File: src/rtl/nonce_sweep.sv
// Nonce sweep controller: issues one header per nonce to the hash stage and checks each hash against target.
// Optional hash counter enabled by defining NONCE_SWEEP_STATS_EN.
module nonce_sweep #(
    parameter int TIMEOUT_CYCLES = 1024
) (
    input  logic         clk,
    input  logic         rst,
    input  logic         start,
    input  logic         abort,
    input  logic [639:0] header_in,
    input  logic [31:0]  nonce_start,
    input  logic [31:0]  nonce_end,
    input  logic [255:0] target,
    output logic [639:0] hdr_out,
    output logic         hdr_valid,
    input  logic         hdr_ready,
    input  logic [255:0] hash_in,
    input  logic         hash_valid,
    output logic         busy,
    output logic         done,
    output logic         found,
    output logic         timeout_err,
    output logic [31:0]  found_nonce,
    output logic [31:0]  hash_count
);

    typedef enum logic [1:0] {
        S_IDLE,
        S_ISSUE,
        S_WAIT,
        S_CHECK
    } state_t;

    state_t        r_state;
    state_t        w_state_nxt;
    logic [607:0]  r_header_hi;
    logic [31:0]   r_nonce;
    logic [31:0]   r_nonce_end;
    logic [255:0]  r_target;
    logic [255:0]  r_hash;
    logic [31:0]   r_wait_cnt;
    logic          r_done;
    logic          r_found;
    logic          r_timeout_err;
    logic [31:0]   r_found_nonce;
    logic          w_accept;
    logic          w_empty;
    logic          w_handshake;
    logic          w_hash_acc;
    logic          w_timeout;
    logic          w_hit;
    logic          w_last;
    logic          w_done_nxt;
    logic          w_unused_hdr_lo;

    function automatic logic [31:0] bswap32(input logic [31:0] x);
        return {x[7:0], x[15:8], x[23:16], x[31:24]};
    endfunction

    // Hash stage delivers the digest little-endian; the target compare is on the big-endian value.
    function automatic logic [255:0] byte_rev256(input logic [255:0] x);
        logic [255:0] y;
        for (int i = 0; i < 32; i++) begin
            y[8*i +: 8] = x[255-8*i -: 8];
        end
        return y;
    endfunction

    assign w_unused_hdr_lo = ^header_in[31:0];

    assign w_accept    = (r_state == S_IDLE) && start;
    assign w_empty     = nonce_end < nonce_start;
    assign w_handshake = (r_state == S_ISSUE) && hdr_ready && !abort;
    assign w_hash_acc  = (r_state == S_WAIT) && hash_valid && !abort;
    // Counter holds cycles elapsed since the handshake, so done lands TIMEOUT_CYCLES after it.
    assign w_timeout   = (r_state == S_WAIT) && !hash_valid && !abort &&
                         ((r_wait_cnt + 32'd1) >= 32'(TIMEOUT_CYCLES));
    assign w_hit       = byte_rev256(r_hash) <= r_target;
    assign w_last      = r_nonce == r_nonce_end;

    always_comb begin
        w_state_nxt = r_state;
        w_done_nxt  = 1'b0;
        case (r_state)
            S_IDLE: begin
                if (start) begin
                    if (w_empty) w_done_nxt = 1'b1;
                    else         w_state_nxt = S_ISSUE;
                end
            end
            S_ISSUE: begin
                if (abort) begin
                    w_state_nxt = S_IDLE;
                    w_done_nxt  = 1'b1;
                end else if (hdr_ready) begin
                    w_state_nxt = S_WAIT;
                end
            end
            S_WAIT: begin
                if (abort || w_timeout) begin
                    w_state_nxt = S_IDLE;
                    w_done_nxt  = 1'b1;
                end else if (hash_valid) begin
                    w_state_nxt = S_CHECK;
                end
            end
            S_CHECK: begin
                if (abort || w_hit || w_last) begin
                    w_state_nxt = S_IDLE;
                    w_done_nxt  = 1'b1;
                end else begin
                    w_state_nxt = S_ISSUE;
                end
            end
            default: w_state_nxt = S_IDLE;
        endcase
    end

    always_ff @(posedge clk or negedge rst) begin
        if (!rst) r_state <= S_IDLE;
        else      r_state <= w_state_nxt;
    end

    always_ff @(posedge clk or negedge rst) begin
        if (!rst) begin
            r_header_hi   <= '0;
            r_nonce       <= '0;
            r_nonce_end   <= '0;
            r_target      <= '0;
            r_hash        <= '0;
            r_wait_cnt    <= '0;
            r_done        <= 1'b0;
            r_found       <= 1'b0;
            r_timeout_err <= 1'b0;
            r_found_nonce <= '0;
        end else begin
            r_done <= w_done_nxt;
            if (w_accept) begin
                r_header_hi   <= header_in[639:32];
                r_nonce       <= nonce_start;
                r_nonce_end   <= nonce_end;
                r_target      <= target;
                r_found       <= 1'b0;
                r_found_nonce <= '0;
                r_timeout_err <= 1'b0;
            end
            if (w_handshake)            r_wait_cnt <= 32'd1;
            else if (r_state == S_WAIT) r_wait_cnt <= r_wait_cnt + 32'd1;
            if (w_hash_acc) r_hash <= hash_in;
            if (w_timeout)  r_timeout_err <= 1'b1;
            // Nonce never steps past nonce_end, so an end of 0xFFFFFFFF cannot wrap.
            if ((r_state == S_CHECK) && !abort) begin
                if (w_hit) begin
                    r_found       <= 1'b1;
                    r_found_nonce <= r_nonce;
                end else if (!w_last) begin
                    r_nonce <= r_nonce + 32'd1;
                end
            end
        end
    end

`ifdef NONCE_SWEEP_STATS_EN
    logic [31:0] r_hash_count;

    always_ff @(posedge clk or negedge rst) begin
        if (!rst) begin
            r_hash_count <= '0;
        end else if (w_accept) begin
            r_hash_count <= '0;
        end else if (w_hash_acc && (r_hash_count != 32'hFFFF_FFFF)) begin
            r_hash_count <= r_hash_count + 32'd1;
        end
    end

    assign hash_count = r_hash_count;
`else
    assign hash_count = '0;
`endif

    assign hdr_out     = {r_header_hi, bswap32(r_nonce)};
    assign hdr_valid   = (r_state == S_ISSUE);
    assign busy        = (r_state != S_IDLE);
    assign done        = r_done;
    assign found       = r_found;
    assign timeout_err = r_timeout_err;
    assign found_nonce = r_found_nonce;

endmodule

File: config.mk
export PLATFORM = sky130hd
export DESIGN_NAME = nonce_sweep
export DESIGN_NICKNAME = d
export VERILOG_FILES = /design/src/rtl/nonce_sweep.sv
export SDC_FILE = /design/constraint.sdc
export NUM_CORES = 2
export LEC_CHECK = 0
export ABC_AREA = 0
export CORE_AREA = 2 2 752 754
export CTS_BUF_LIST = sky130_fd_sc_hd__clkbuf_16
export DETAILED_ROUTE_END_ITERATION = 8
export DIE_AREA = 0 0 754 756
export PLACE_DENSITY = 0.33
export SYNTH_ARGS = -nofsm -noshare
export SYNTH_HDL_FRONTEND = slang
export SYNTH_SLANG_ARGS = --single-unit
File: constraint.sdc
create_clock -name clk -period 5.7 [get_ports clk]
set_input_delay 0.855 -clock clk [delete_from_list [all_inputs] [get_ports clk]]
set_output_delay 0.855 -clock clk [all_outputs]
set_load 0.05 [all_outputs]
Word-level counts from Yosys, hierarchy flattened

Index checks and enable logic that the tools add are counted.

Flip-flop bits (word level): 1253
Logic and storage cells: 71

Equal/unequal tests: 8
Order comparisons: 3
Add/sub/neg operators: 2
Reductions and logical operators: 19
Multiplexer cells: 28

Operators with widths:

| cell                  | number |
|---|---|
| $mux 32               | 9 |
| $le 256x256->1        | 1 |
| $add 32x1->32 const B | 2 |
| $eq 32x32->1          | 1 |
| $ge 32x11->1 const B  | 1 |
| $lt 32x32->1          | 1 |
| $mux 2                | 6 |
| $mux 1                | 11 |
| $logic_and 1x1->1     | 9 |
| $pmux 2 s4            | 1 |
| $ne 3x2->1 const B    | 2 |
| $reduce_bool 2->1     | 3 |
| $eq 2x2->1 const B    | 2 |
| $ne 2x2->1 const B    | 2 |
| $pmux 1 s4            | 1 |
| $reduce_and 4->1      | 1 |
| $logic_or 1x1->1      | 3 |
| $eq 2x1->1 const B    | 1 |
| $logic_not 1->1       | 2 |
| $logic_not 2->1       | 1 |

Depth between registers and ports, before layout

Depth after elaboration: 7
Mapped depth: 15

Worst setup path before layout

Ideal clock, no wire load.

Path kind: flip-flop to flip-flop
From: reg r_nonce[2]
To: reg r_nonce[28]
Slack: 2.764 ns
Period minus slack after synthesis: 2.936 ns
Setup time: 0.094 ns
Data arrival time: 2.842 ns
Path buffers: 1
Stages on the path, launching flop included: 11
Path through: dfrtp_1 and3_1 and2_2 nand4_2 nor4_4 and3_2 and3_1 buf_4 nand3_1 or3_1 a211oi_1

Longest elaborated chain between the ends: 4

Ends and longest elaborated chain:

| element                                              | RTL line | source |
|---|---|---|
| from (decl)                                          | 37       | `logic [31:0] r_nonce;` |
| from (signal assigned)                               | 140      | `r_nonce <= nonce_start;` |
| from (signal assigned)                               | 157      | `r_nonce <= r_nonce + 32'd1;` |
| $add 32x1->32 / $eq 32x32->1 (equally long branches) | 157, 79  |  |
| $mux 32 *                                            | 156      | `end else if (!w_last) begin` |
| $mux 32 *                                            | 153      | `if (w_hit) begin` |
| $mux 32 *                                            | 152      | `if ((r_state == S_CHECK) && !abort) begin` |

Every way passes the cells marked *; elsewhere a longest branch is shown, timed or not.
A chain may end at the register's enable or synchronous reset.

Final worst setup path

From: reg r_hash[61]
To: reg r_nonce[22]

Longest elaborated chain between the ends: 3

Ends and longest elaborated chain:

| element                | RTL line | source |
|---|---|---|
| from (decl)            | 40       | `logic [255:0] r_hash;` |
| from (signal assigned) | 149      | `if (w_hash_acc) r_hash <= hash_in;` |
| $le 256x256->1         | 78       | `assign w_hit = byte_rev256(r_hash) <= r_target;` |
| $mux 32                | 153      |  |
| $mux 32                | 152      |  |

No other way between the ends.

==> qor.yml <==
drt:
  via_per_inst: 3.28
  detail-route-antenna-nets: 0
  wl_per_cell_um: 29.1
  vias: 50500
  drt-initial-drc-count: 3038
  first_pass_iters: 5
  drc: 0
  routed_wirelength_um: 449000
power:
  powerDensity_nw_per_um2: 422
  p_leak_nw: 39.7
  max-vdd-ir-drop_uv: 249
place:
  dp_hpwl_um: 382000
  placed_cell_area_sq_um: 83600
  place_congestion: 0.911
  numPortBuffers: 1866
global_route:
  grt_pass1_vias: 51200
  grt_max_degree: 154
  grtUsageTotal: 0.152
  antenna_found_initial: 492
  grt_pass1_wl_um: 566000
  gr-total-overflow: 0
clocking:
  clock_latency_ns: 0.90
  numCtsBuffers: 183
  cts.sinks: 1253
  root_buffer: "clkbuf_16"
  clk_pin_slew_worst_paths_ns: 0.06
  cts_tree: "done"
  clockBufferDepth: 4
  htreeDepth: 4
  cts-resized-gates: 0
floorplan:
  initial_core_util: 0.0990
  rows: 276
  die_y_um: 756
  coreArea_sq_um: 563000
  die_area_sq_um: 570000
  ios: 1931
  die_w_um: 754
sta:
  post-route-min-period_ns: 5.09
  fin_skew_ns: 0.0641
  relSlewSlack: 0.0781
  whs_ns: 0.471
  finalMaxSlewViolations: 0
  tns_ns: 0
  hold_viol_final: 0
  rsz0062_at_grt: "no"
  max_freq_mhz: 196
  tightest_slew_ns: 1.37
  finalSetupViolCount: 0
  period_share: 0.893
setup_path:
  crit_chain: "ha_1, nand4_1, nor4_1, nand3_1, nor3_1, o31ai_1, o211ai_1, a211o_2, and2_2, buf_4, nor2_2, a221oi_2"
  start_kind: "flop"
  worstPathArrival_ns: 5.85
  ff2ff_path_depth: 12
  crit_end: "r_nonce[22]"
  critPathKind: "reg2reg"
  reg2reg_to: "r_nonce[22]"
  crit_path_end_kind: "flop"
  path_buf_inv: 1
  rr_startpoint: "r_hash[61]"
  slowest_stage: "nor3_1"
  cp_top_family: "simple AND/OR/NAND/NOR gates"
  crit_fanout: 17
  critPathMaxStageDelay_ns: 0.72
  path_depth: 12
  reg2reg_slack_ns: 0.61
  worstPathRequired_ns: 6.46
  cp-startpoint: "r_hash[61]"
synthesis:
  syn_area_per_cell_sq_um: 9.56
  yosys_warnings: 0
  synth-seq-area-share: 0.563
  yosys-top-cells-area: "dfrtp_1 56%, nand2_1 16%, ha_1 6.5%"
  synth-async-reset-ratio: 1.00
  synth_edf_count: 0
  synth_flop_cell: "dfrtp_1"
  yosys.area.top_type: "dfrtp_1"
  synth_top_area_share: 0.563
  yosys.cell_types.count: 80
  synth-seq-cells: 1253
  netlist_area_sq_um: 55700
  postSynthCellCount: 5826
cells_and_area:
  drive_gt1_frac: 0.0823
  fin_area_sq_um: 89400
  final_nets: 9212
  syn_to_final_growth_pct: 60.6
run:
  maxCapViolCount: 0
status:
  status: "complete, no violations"
worst_hold_path:
  hp-class: "reg2reg"
synth_stat cells (all sizes together), types with 29 or more instances:
cell	instances
buf	63
nor3	29
mux2	257
mux2i	43
nor4	31
nand4	78
nor2	68
clkbuf	238
ha	289
o21ai	352
nand2	2331
nand3	53
xor2	38
inv	333
dfrtp	1253
a21oi	141
cell usage in the layout (no fill, tap or decap), drive strengths merged, types with 5 or more instances in the layout:
cell type,count
mux2i,43
a21oi,141
or4,5
buf,104
a32oi,8
clkinv,66
nand2,2331
conb,32
a221oi,18
diode,80
nor4,31
dfrtp,1253
nand4,78
and4,15
mux2,257
and3,20
and2,7
xor2,38
clkbuf,184
bufinv,8
o31ai,9
o211ai,7
o211a,8
nand3,53
nor3b,5
a21o,26
inv,391
nor3,29
a31oi,12
a211oi,15
o221a,5
o21ai,352
clkdlybuf4s50,1855
nor2b,9
clkinvlp,9
ha,289
nor2,68
cell families after synthesis:
| logic type | share of synthesized area |
|---|---|
| AOI/OAI and AO/OA | 0.0674 |
| xor gates and xnor gates | 0.00661 |
| adders and majority gates | 0.0649 |
| buffers and inverters | 0.0456 |
| DFF | 0.563 |
| muxes | 0.0598 |
| other | 0.0000673 |
| and+or+nand+nor | 0.193 |
worst min-delay path: stages, from the launching register on:
cell	delay [ns]
dfrtp_1	0.34
nand2_1	0.05
nand2_1	0.05
where the power goes:
| group | switching, mW | internal, mW |
|---|---|---|
| registers | 1.42 | 11.1 |
| logic | 9.28 | 4.83 |
| clock network | 4.90 | 6.22 |
| total | 15.6 | 22.1 |
metrics by stage:
step / utilization / setup slack (ns) / total power, mW / std cells
finish: 0.159 / 0.608 / 37.8 / 15400
global route: 0.159 / 0.430 / 40.0 / 15400
CTS: 0.159 / 0.616 / 38.6 / 15300
detailed placement: 0.149 / 0.704 / 27.0 / 15000
global placement: 0.149 / 0.666 / 27.0 / 15000
floorplan: - / 2.76 / 20.2 / 5857
metal layers:
metal | wire length (um) | GRT usage
met5 | 2000 | 0
met4 | 12400 | 0.0339
met3 | 65900 | 0.100
met2 | 186000 | 0.225
met1 | 183000 | 0.182
state kept, by name, summed over array words and instances, names as in the netlist, 2 cells and up:
name / flops
r_header_hi: 608
r_hash: 256
r_nonce_end: 32
r_nonce: 32
r_wait_cnt: 32
r_state: 2
found_nonce: 32
r_target: 256
cell type report:
type / count / area [sq um]
inverters: 333 / 1250
flip-flops and latches: 1253 / 31400
clock buffers: 184 / 4600
well taps: 7506 / 9390
multi-input cells: 3970 / 22000
fillers: 63400 / 473000
repair buffers: 1960 / 19700
clock inverters: 141 / 985
diodes: 80 / 200
what timing repair did:
item,4_1_cts,5_1_grt
endpoints found under the hold margin,38,0
hold buffers,1,0
buffers inserted,0,0
how the worst min path moves through the flow:
stage / start / endpoint / slack [ns] / cells past startpoint
CTS: header_in[485] / r_header_hi[453] / 0.38 / 3
finish: r_header_hi[91] / r_header_hi[91] / 0.47 / 2
detailed placement: r_header_hi[262] / r_header_hi[262] / 0.46 / 2
global placement: found / found / 0.46 / 2
floorplan: r_target[0] / r_target[0] / 0.45 / 2
global route: header_in[485] / r_header_hi[453] / 0.44 / 3
Note: power is estimated with default switching activity, not from simulation.
